**src/rtl/hazard_sequencer.sv**
```systemverilog
`default_nettype none
// ============================================================================
// Module   : hazard_sequencer
// Brief    : Execute-stage hazard controller for a 5-stage pipeline. It
//            generates the operand forwarding selects, detects load-use and
//            control hazards, sequences multi-cycle execute operations, and
//            keeps saturating hazard performance counters.
// Revision : 1.0 - initial release
// ============================================================================
module hazard_sequencer #(
   parameter int MC_LATENCY = 4,
   parameter int PERF_W     = 16
) (
   input  logic              clk,
   input  logic              rst,
   input  logic [4:0]        Rs1D,
   input  logic [4:0]        Rs2D,
   input  logic [4:0]        Rs1E,
   input  logic [4:0]        Rs2E,
   input  logic [4:0]        RdE,
   input  logic [4:0]        RdM,
   input  logic [4:0]        RdW,
   input  logic              RegWriteM,
   input  logic              RegWriteW,
   input  logic              MemReadE,
   input  logic              BranchE,
   input  logic              JumpE,
   input  logic              cond_trueE,
   input  logic              MultiCycleE,
   output logic [1:0]        ForwardAE,
   output logic [1:0]        ForwardBE,
   output logic              StallF,
   output logic              StallD,
   output logic              StallE,
   output logic              FlushD,
   output logic              FlushE,
   output logic              FlushM,
   output logic              PCSrcE,
   output logic              MCStartE,
   output logic              MCBusy,
   output logic [PERF_W-1:0] PerfLoadUse,
   output logic [PERF_W-1:0] PerfFlush
);

   typedef enum logic [0:0] {
      IDLE = 1'b0,
      BUSY = 1'b1
   } state_t;

   // BUSY covers the remaining MC_LATENCY-1 cycles; the first is spent in IDLE.
   localparam logic [3:0] C_CNT_INIT = (MC_LATENCY > 1) ? 4'(MC_LATENCY - 2) : 4'd0;
   localparam bit         C_MULTI    = (MC_LATENCY > 1);
   localparam logic [PERF_W-1:0] C_PERF_ONE = {{(PERF_W-1){1'b0}}, 1'b1};

   state_t            r_state;
   state_t            w_state_next;
   logic [3:0]        r_cnt;
   logic [3:0]        w_cnt_next;
   logic              w_mcs;
   logic              w_mcstart;
   logic              w_lu;
   logic              w_red;
   logic              w_lu_applied;
   logic [PERF_W-1:0] r_perf_lu;
   logic [PERF_W-1:0] r_perf_fl;

   // Forwarding selects: Memory stage wins over Writeback; x0 never forwards.
   always_comb begin
      ForwardAE = 2'b00;
      ForwardBE = 2'b00;
      if (RegWriteM && (RdM != 5'd0) && (RdM == Rs1E))
         ForwardAE = 2'b10;
      else if (RegWriteW && (RdW != 5'd0) && (RdW == Rs1E))
         ForwardAE = 2'b01;
      if (RegWriteM && (RdM != 5'd0) && (RdM == Rs2E))
         ForwardBE = 2'b10;
      else if (RegWriteW && (RdW != 5'd0) && (RdW == Rs2E))
         ForwardBE = 2'b01;
   end

   assign w_lu  = MemReadE && (RdE != 5'd0) && ((RdE == Rs1D) || (RdE == Rs2D));
   assign w_red = JumpE || (BranchE && cond_trueE);

   // Multi-cycle sequencer state and countdown registers.
   always_ff @(posedge clk or posedge rst) begin
      if (rst) begin
         r_state <= IDLE;
         r_cnt   <= 4'd0;
      end else begin
         r_state <= w_state_next;
         r_cnt   <= w_cnt_next;
      end
   end

   // Next-state logic; MultiCycleE is only sampled in IDLE.
   always_comb begin
      w_state_next = r_state;
      w_cnt_next   = r_cnt;
      w_mcs        = 1'b0;
      w_mcstart    = 1'b0;
      case (r_state)
         IDLE: begin
            if (MultiCycleE) begin
               w_mcstart = 1'b1;
               if (C_MULTI) begin
                  w_mcs        = 1'b1;
                  w_cnt_next   = C_CNT_INIT;
                  w_state_next = BUSY;
               end
            end
         end
         BUSY: begin
            if (r_cnt != 4'd0) begin
               w_mcs      = 1'b1;
               w_cnt_next = r_cnt - 4'd1;
            end else begin
               w_state_next = IDLE;
            end
         end
         default: w_state_next = IDLE;
      endcase
   end

   // Prioritised stall/flush outputs, all held low while reset is asserted.
   always_comb begin
      StallF   = 1'b0;
      StallD   = 1'b0;
      StallE   = 1'b0;
      FlushD   = 1'b0;
      FlushE   = 1'b0;
      FlushM   = 1'b0;
      PCSrcE   = 1'b0;
      MCStartE = 1'b0;
      MCBusy   = 1'b0;
      w_lu_applied = 1'b0;
      if (!rst) begin
         MCStartE = w_mcstart;
         MCBusy   = (r_state == BUSY);
         if (w_mcs) begin
            StallF = 1'b1;
            StallD = 1'b1;
            StallE = 1'b1;
            FlushM = 1'b1;
         end else if (w_red) begin
            PCSrcE = 1'b1;
            FlushD = 1'b1;
            FlushE = 1'b1;
         end else if (w_lu) begin
            StallF       = 1'b1;
            StallD       = 1'b1;
            FlushE       = 1'b1;
            w_lu_applied = 1'b1;
         end
      end
   end

   // Saturating performance counters for applied load-use stalls and redirects.
   always_ff @(posedge clk or posedge rst) begin
      if (rst) begin
         r_perf_lu <= '0;
         r_perf_fl <= '0;
      end else begin
         if (w_lu_applied && (r_perf_lu != {PERF_W{1'b1}}))
            r_perf_lu <= r_perf_lu + C_PERF_ONE;
         if (PCSrcE && (r_perf_fl != {PERF_W{1'b1}}))
            r_perf_fl <= r_perf_fl + C_PERF_ONE;
      end
   end

   assign PerfLoadUse = r_perf_lu;
   assign PerfFlush   = r_perf_fl;

endmodule
`default_nettype wire

```
**config.mk**
```make
export PLATFORM = sky130hd
export DESIGN_NAME = hazard_sequencer
export DESIGN_NICKNAME = d
export VERILOG_FILES = /design/src/rtl/hazard_sequencer.sv
export SDC_FILE = /design/constraint.sdc
export NUM_CORES = 1
export LEC_CHECK = 0
export CAP_MARGIN = 30
export CORE_MARGIN = 3
export CORE_UTILIZATION = 48
export CTS_BUF_LIST = sky130_fd_sc_hd__clkbuf_16
export DETAILED_ROUTE_END_ITERATION = 6
export GPL_TIMING_DRIVEN = 0
export PLACE_DENSITY = 0.88
export SYNTH_ARGS = -nofsm -noshare
export SYNTH_HDL_FRONTEND = slang
export SYNTH_SLANG_ARGS = --single-unit
```
**constraint.sdc**
```tcl
create_clock -name clk -period 4 [get_ports clk]
set_input_delay 0.6 -clock clk [delete_from_list [all_inputs] [get_ports clk]]
set_output_delay 0.6 -clock clk [all_outputs]
set_load 0.05 [all_outputs]
```
==> results of run 1 <==
==> flip-flops by register name, indices dropped and copies added (netlist names) <==
register     count
r_state          1
PerfLoadUse     16
r_cnt            4
PerfFlush       16
==> metrics by stage <==
stage               util [%]  worst slack (ns)  hold slack (ns)  cell area, sq um  setup TNS, ns
global placement       72.14           -0.5604           0.5013              3249         -1.888
global route           75.50           0.04187           0.5274              3401              0
floorplan                  -            0.2229           0.4818              2303              0
detailed placement     72.14          -0.01138           0.5018              3249       -0.01138
CTS                    75.44           0.02188           0.5132              3398              0
finish                 75.50            0.1790           0.5123              3401              0
==> cells in the final DEF, fill, tap and decap left out, drive strengths merged, types with 2 or more instances in the layout <==
master         count
clkdlybuf4s50     88
dfrtp             37
xnor2             36
nand3             22
xor2              18
nand4             13
nand2             13
nor2              10
o21ai              9
nor4               8
and3               8
inv                8
a21oi              6
clkbuf             5
mux2               5
or4                5
buf                5
nor3               4
ha                 3
and4               2
nand2b             2
a21o               2
o211ai             2
nor2b              2
a211oi             2
a31oi              2
clkinv             2
nor4b              2
==> metal layers <==
| layer | global-route usage (%) | vias to the layer above | routed length [microns] |
|---|---|---|---|
| met2 | 38.10 | 87 | 2992 |
| li1 | - | 1038 | - |
| met3 | 6.008 | 8 | 409 |
| met4 | 4.854 | 0 | 53 |
| met1 | 26.36 | 1049 | 2395 |
| met5 | 0 | - | 0 |
==> cells by family (layout without fill, tap and decap cells) <==
| group | after synthesis | after routing | synth area share, % |
|---|---|---|---|
| AO/OA/AOI/OAI | 27 | 27 | 8.365 |
| flip-flops | 37 | 37 | 40.20 |
| multiplexers | 5 | 5 | 2.607 |
| AND/OR/NAND/NOR | 95 | 95 | 23.68 |
| XOR/XNOR | 54 | 54 | 20.53 |
| adder cells (fa/ha/maj) | 3 | 3 | 1.630 |
| buffers and inverters | 13 | 109 | 2.987 |
==> Yosys cell counts <==
library cell / count / area share [%]
and4_1: 2 / 0.76
nand2b_1: 2 / 0.54
inv_2: 1 / 0.16
nand4_1: 13 / 3.5
nor2b_1: 2 / 0.54
buf_2: 1 / 0.22
or4_4: 1 / 0.49
mux2_2: 4 / 2.0
o22ai_1: 1 / 0.27
a21o_1: 2 / 0.65
and3_4: 1 / 0.49
buf_4: 3 / 0.98
a31oi_1: 2 / 0.54
nor2_1: 10 / 1.6
nor4b_2: 1 / 0.65
dfrtp_1: 37 / 40
or2_2: 1 / 0.27
nor3b_1: 1 / 0.33
buf_6: 1 / 0.49
nand4b_1: 1 / 0.38
ha_1: 3 / 1.6
and3_1: 7 / 1.9
nor3_1: 4 / 0.87
nor4b_1: 1 / 0.38
mux2_4: 1 / 0.65
nor4_1: 8 / 2.2
xor2_1: 18 / 6.8
or4_1: 4 / 1.3
a211oi_1: 2 / 0.65
nand3_1: 22 / 4.8
and4bb_2: 1 / 0.54
a21oi_4: 1 / 0.71
nand2_1: 13 / 2.1
o211ai_1: 2 / 0.65
inv_1: 7 / 1.1
o21ai_0: 9 / 2.0
a41oi_1: 1 / 0.38
a21oi_1: 5 / 1.1
xnor2_1: 36 / 14
a22oi_1: 1 / 0.33
o2111ai_4: 1 / 1.1
==> report_power, final <==
part	leakage (nW)	total [mW]	internal, mW	switching, mW
logic	0.780	0.545	0.216	0.329
clock network	0.0696	0.374	0.228	0.146
registers	0.500	0.463	0.418	0.0455
total	1.35	1.38	0.862	0.520
==> layout make-up <==
cell class,count,share of cell area [%]
multi-input combinational,184,38.67
inverter,8,0.9566
clock buffer,5,3.679
clock inverter,3,0.5151
tap,52,1.913
timing repair buffer,88,25.90
sequential,37,27.23
buffer,5,1.141
==> critical path: stages <==
cell             delay (ns)
clkdlybuf4s50_1        0.62
xnor2_1                0.15
nand3_1                0.11
o22ai_2                0.38
buf_2                  0.30
a21o_1                 0.17
buf_4                  0.10
clkdlybuf4s50_1        0.79
==> repair_timing <==
item,4_1_cts,5_1_grt
setup endpoints to repair,1,4
gates resized for setup,1,2
cloned,0,0
==> worst paths after layout <==
kind	start	endpoint	slack [ns]	cells after the start
setup / recovery	RdE[0]	StallF	0.18	8
hold / removal	PerfFlush[14]$_DFFE_PP0P_	PerfFlush[14]$_DFFE_PP0P_	0.51	1
setup reg to reg	r_cnt[0]$_DFFE_PP0P_	PerfFlush[15]$_DFFE_PP0P_	1.91	7
hold reg to reg	PerfFlush[14]$_DFFE_PP0P_	PerfFlush[14]$_DFFE_PP0P_	0.51	1
max in group asynchronous	rst	PerfFlush[13]$_DFFE_PP0P_	2.83	2
min in group asynchronous	rst	r_cnt[2]$_DFFE_PP0P_	0.83	2
==> results.cfg, run 1 <==
[grt]
grt_usage_pct = 21.64
grt_pass1_vias = 2173
grt_max_degree = 40
grt_overflow = 0
antenna_found_initial = 0
grt_pass1_wl_microns = 9508

[final_layout]
area_growth_pct = 47.64
fin_nets = 376
drive_above_1_share_pct = 8.485
fillers = 330
antenna_cells = 0
seq_area_sq_um = 925.9
multiInputGateArea_sq_um = 1315
instances_no_fill = 382

[clocking]
cts_tree = built
clk_pin_slew_ns = 0.05
hold_buffers = 0
postCtsSetupBuffers = 0
cts_sinks = 37
worstSkewPairLatency_ns = 0.28
cts_buffer_depth = 2
cts_buffers = 5
clock-root-buffer = clkbuf_16
htreeDepth = 2

[floorplan]
core_area_sq_um = 4504
rows = 24
die_h_microns = 75.28
start_util_pct = 51.14
io-pin-count = 89
dieArea_sq_um = 5666
die_w_microns = 75.28

[setup_path]
endpoint_kind = output port
cp_max_fo = 10
worstSetupStartpointType = input port
path_class = in -> out
arrival_ns = 3.22
cp.required_ns = 3.40

[sta]
grt_setup_unrepaired = false
post-route-period-util_pct = 95.52
worst_pin_slew_ns = 0.5223
final_hold_viol_count = 0
max_freq_mhz = 261.7
relSlewSlack_pct = 65.07
slew_viol_final = 0
setup_violations = 0
finClkSkew_ns = 0.004610
period_needed_ns = 3.821

[placed_design]
dp.final_hpwl_microns = 4686
place.detailed.instances = 374
port_buffers = 88
globalplace.congestion = 0.8838

[drt]
dr_total_vias = 2182
wire_per_inst_microns = 15.31
drc_errors = 0
final_antenna_net_count = 0
via_per_inst = 5.712
drt_iter0_drc = 119
drt-pass1-iter-count = 5
totalWireLength_microns = 5850

[synthesis]
syn_nets = 281
netlist_instances = 234
syn_area_per_cell_sq_um = 9.844
synth.distinct_cells = 41
ys_ff_latch = 37
synth-warning-count = 0
synth_seq_area_share_pct = 40.20
syn_area_sq_um = 2303

[power]
power.leakage_nw = 1.350
ir_drop_uv = 435.9
power_mw = 1.383
p_per_area_nw_per_um2 = 406.6

[run_status]
status = finished, final reports clean

[run]
cap_violations = 0

[worst_hold_path]
hp-class = reg -> reg
Power figures use the tool's default switching activity.
==> run 2: changes to the inputs <==
ABC_AREA = 1   (was not set)
CORE_UTILIZATION = 50   (was 48)
CTS_CLUSTER_DIAMETER = 30   (was not set)
HOLD_SLACK_MARGIN = 0.05   (was not set)
PLACE_DENSITY = 0.87   (was 0.88)
==> run 2 against run 1 <==
Combinational power rose by 47%. Global-route usage rose by 1.6 points. Die area rose by 13%. Critical path type unchanged. Power rose by 22%. Critical path depth rose by 3. Fmax rose by 9.8%. Highest routed layer unchanged. Non-clock buffer count rose by 4. Wire length rose by 19%. Largest cell class unchanged. Clock skew barely moved.
==> results.cfg, run 2 <==
[power]
power_mw = 1.692
ir_drop_uv = 428.7
p_per_area_nw_per_um2 = 437.3
power.leakage_nw = 1.936

[drt]
final_antenna_net_count = 0
routed-wl-met2_microns = 3607
drc_errors = 0
wl_met1_microns = 2786
dr_total_vias = 2754
drt_iter0_drc = 182
totalWireLength_microns = 6979
drt-pass1-iter-count = 5
wl_met3_microns = 430
via_per_inst = 5.016
wire_per_inst_microns = 12.71
top_layer = met4

[final_layout]
fin_area_sq_um = 3869
instances_no_fill = 549
area_growth_pct = 41.64
fin_util_pct = 74.33
layout_common_cells = nand2_1, clkdlybuf4s50_1, inv_1, dfrtp_1, nor2_1
drive_above_1_share_pct = 7.516
fin_nets = 525
antenna_cells = 0

[placed_design]
port_buffers = 88
dp.final_hpwl_microns = 5576
globalplace.congestion = 0.9284
place.detailed.instances = 541
place_area_sq_um = 3730
post-place-ws_ns = 0.5179

[sta]
grt_setup_unrepaired = false
max_freq_mhz = 287.3
setup_violations = 0
whs_ns = 0.4654
setup_slack_ns = 0.5190
finClkSkew_ns = 0.004427
relSlewSlack_pct = 65.46
fin_tns_setup_ns = 0
worst_pin_slew_ns = 0.5165
period_needed_ns = 3.481
post-route-period-util_pct = 87.03
final_hold_viol_count = 0
slew_viol_final = 0

[grt]
grt_pass1_wl_microns = 11950
grt_overflow = 0
antenna_found_initial = 0
grt_usage_pct = 23.19
grt_pass1_vias = 2852
grt_max_degree = 15

[clocking]
cts_buffer_depth = 2
postCtsSetupBuffers = 0
worstSkewPairLatency_ns = 0.28
htreeDepth = 2
cts_buffers = 5
hold_buffers = 0
cts.repair.resized = 0
cts_sinks = 37
clock-root-buffer = clkbuf_16
clk_pin_slew_ns = 0.06
cts_tree = built

[floorplan]
io-pin-count = 89
rows = 26
die_w_microns = 79.91
die_h_microns = 79.91
dieArea_sq_um = 6386
core_area_sq_um = 5205
start_util_pct = 52.48

[synthesis]
synth_top_flop_cell = dfrtp_1
yosysMostFrequentCell = nand2_1
netlist_instances = 381
synth.top_cell.area_share_pct = 33.90
synth_common_cells = nand2_1, inv_1, dfrtp_1, nor2_1, nand3_1
synth_seq_area_share_pct = 33.90
syn_area_sq_um = 2731
syn_area_per_cell_sq_um = 7.169
synthArstFlopShare_pct = 100.0
synth.distinct_cells = 29
synth_top_area_cell = dfrtp_1
synth_area_leaders = dfrtp_1, nand2_1, inv_1
ys_ff_latch = 37
syn_nets = 428
synth_edf_count = 0
synth-warning-count = 0

[setup_path]
path_cells = clkdlybuf4s50_1 -> inv_2 -> nand2_1 -> nand2_1 -> nor2_1 -> nand3_1 -> nand2_1 -> nand3_2 -> a21oi_1 -> buf_4 -> clkdlybuf4s50_1
path_buf_inv = 4
endpoint_kind = output port
cp.required_ns = 3.40
crit_slowest_cell = clkdlybuf4s50_1
cpPeakStageDelay_ns = 0.79
arrival_ns = 2.88
worstSetupStartpointType = input port
path_class = in -> out
critPathMostFrequentCell = nand2_1
critical_path.top_delay_family = buffers and inverters
cp_max_fo = 4

[run]
cap_violations = 0

[run_status]
status = finished, final reports clean

[worst_hold_path]
hp-class = reg -> reg
-- run 2: cell types whose count changed after synthesis, sizes merged, moves of 6 or more --
cell,delta
nand2,+79
nand3,+12
nor2,+29
and3,-8
nor4,-6
xnor2,-19
inv,+62
nor3,+8
o21bai,+16
-- run 2: area by class of cell --
| class | count | area (sq um) |
|---|---|---|
| inverter | 70 | 262.8 |
| clock buffer | 5 | 125.1 |
| clock inverter | 3 | 13.76 |
| buffer | 7 | 51.30 |
| tap | 70 | 87.58 |
| timing repair buffer | 90 | 910.9 |
| fill | 409 | 1336 |
| sequential | 37 | 925.9 |
| multi-input combinational | 267 | 1491 |
-- run 2: cells by family (layout without fill, tap and decap cells) --
kind of cell	count (synthesis)	after routing	synth area share (%)
AO/OA/AOI/OAI	33	33	7.742
AND/OR/NAND/NOR	191	191	32.66
buffers and inverters	77	175	11.50
XOR/XNOR	40	40	12.83
adder cells (fa/ha/maj)	3	3	1.374
flip-flops	37	37	33.90
-- run 2: worst paths after layout --
kind	startpoint	end	slack (ns)	cells after the start
min in group asynchronous	rst	r_cnt[2]$_DFFE_PP0P_	0.88	2
max reg2reg	r_cnt[0]$_DFFE_PP0P_	PerfLoadUse[3]$_DFFE_PP0P_	2.12	10
min	r_cnt[3]$_DFFE_PP0P_	r_cnt[3]$_DFFE_PP0P_	0.47	1
max in group asynchronous	rst	PerfLoadUse[4]$_DFFE_PP0P_	2.50	4
max	RdE[0]	StallF	0.52	11
min reg2reg	r_cnt[3]$_DFFE_PP0P_	r_cnt[3]$_DFFE_PP0P_	0.47	1
-- run 2: where the power goes --
| group | internal (mW) | switching [mW] | leakage (nW) |
|---|---|---|---|
| registers | 0.444 | 0.0734 | 0.391 |
| clock network | 0.226 | 0.150 | 0.0748 |
| logic | 0.286 | 0.513 | 1.47 |
| total | 0.956 | 0.735 | 1.94 |
-- run 2: metal layers --
layer / GRT usage (%) / vias to the layer above
li1: - / 1390
met1: 26.56 / 1253
met2: 41.72 / 93
met3: 5.192 / 18
met4: 8.615 / 0
met5: 0 / -
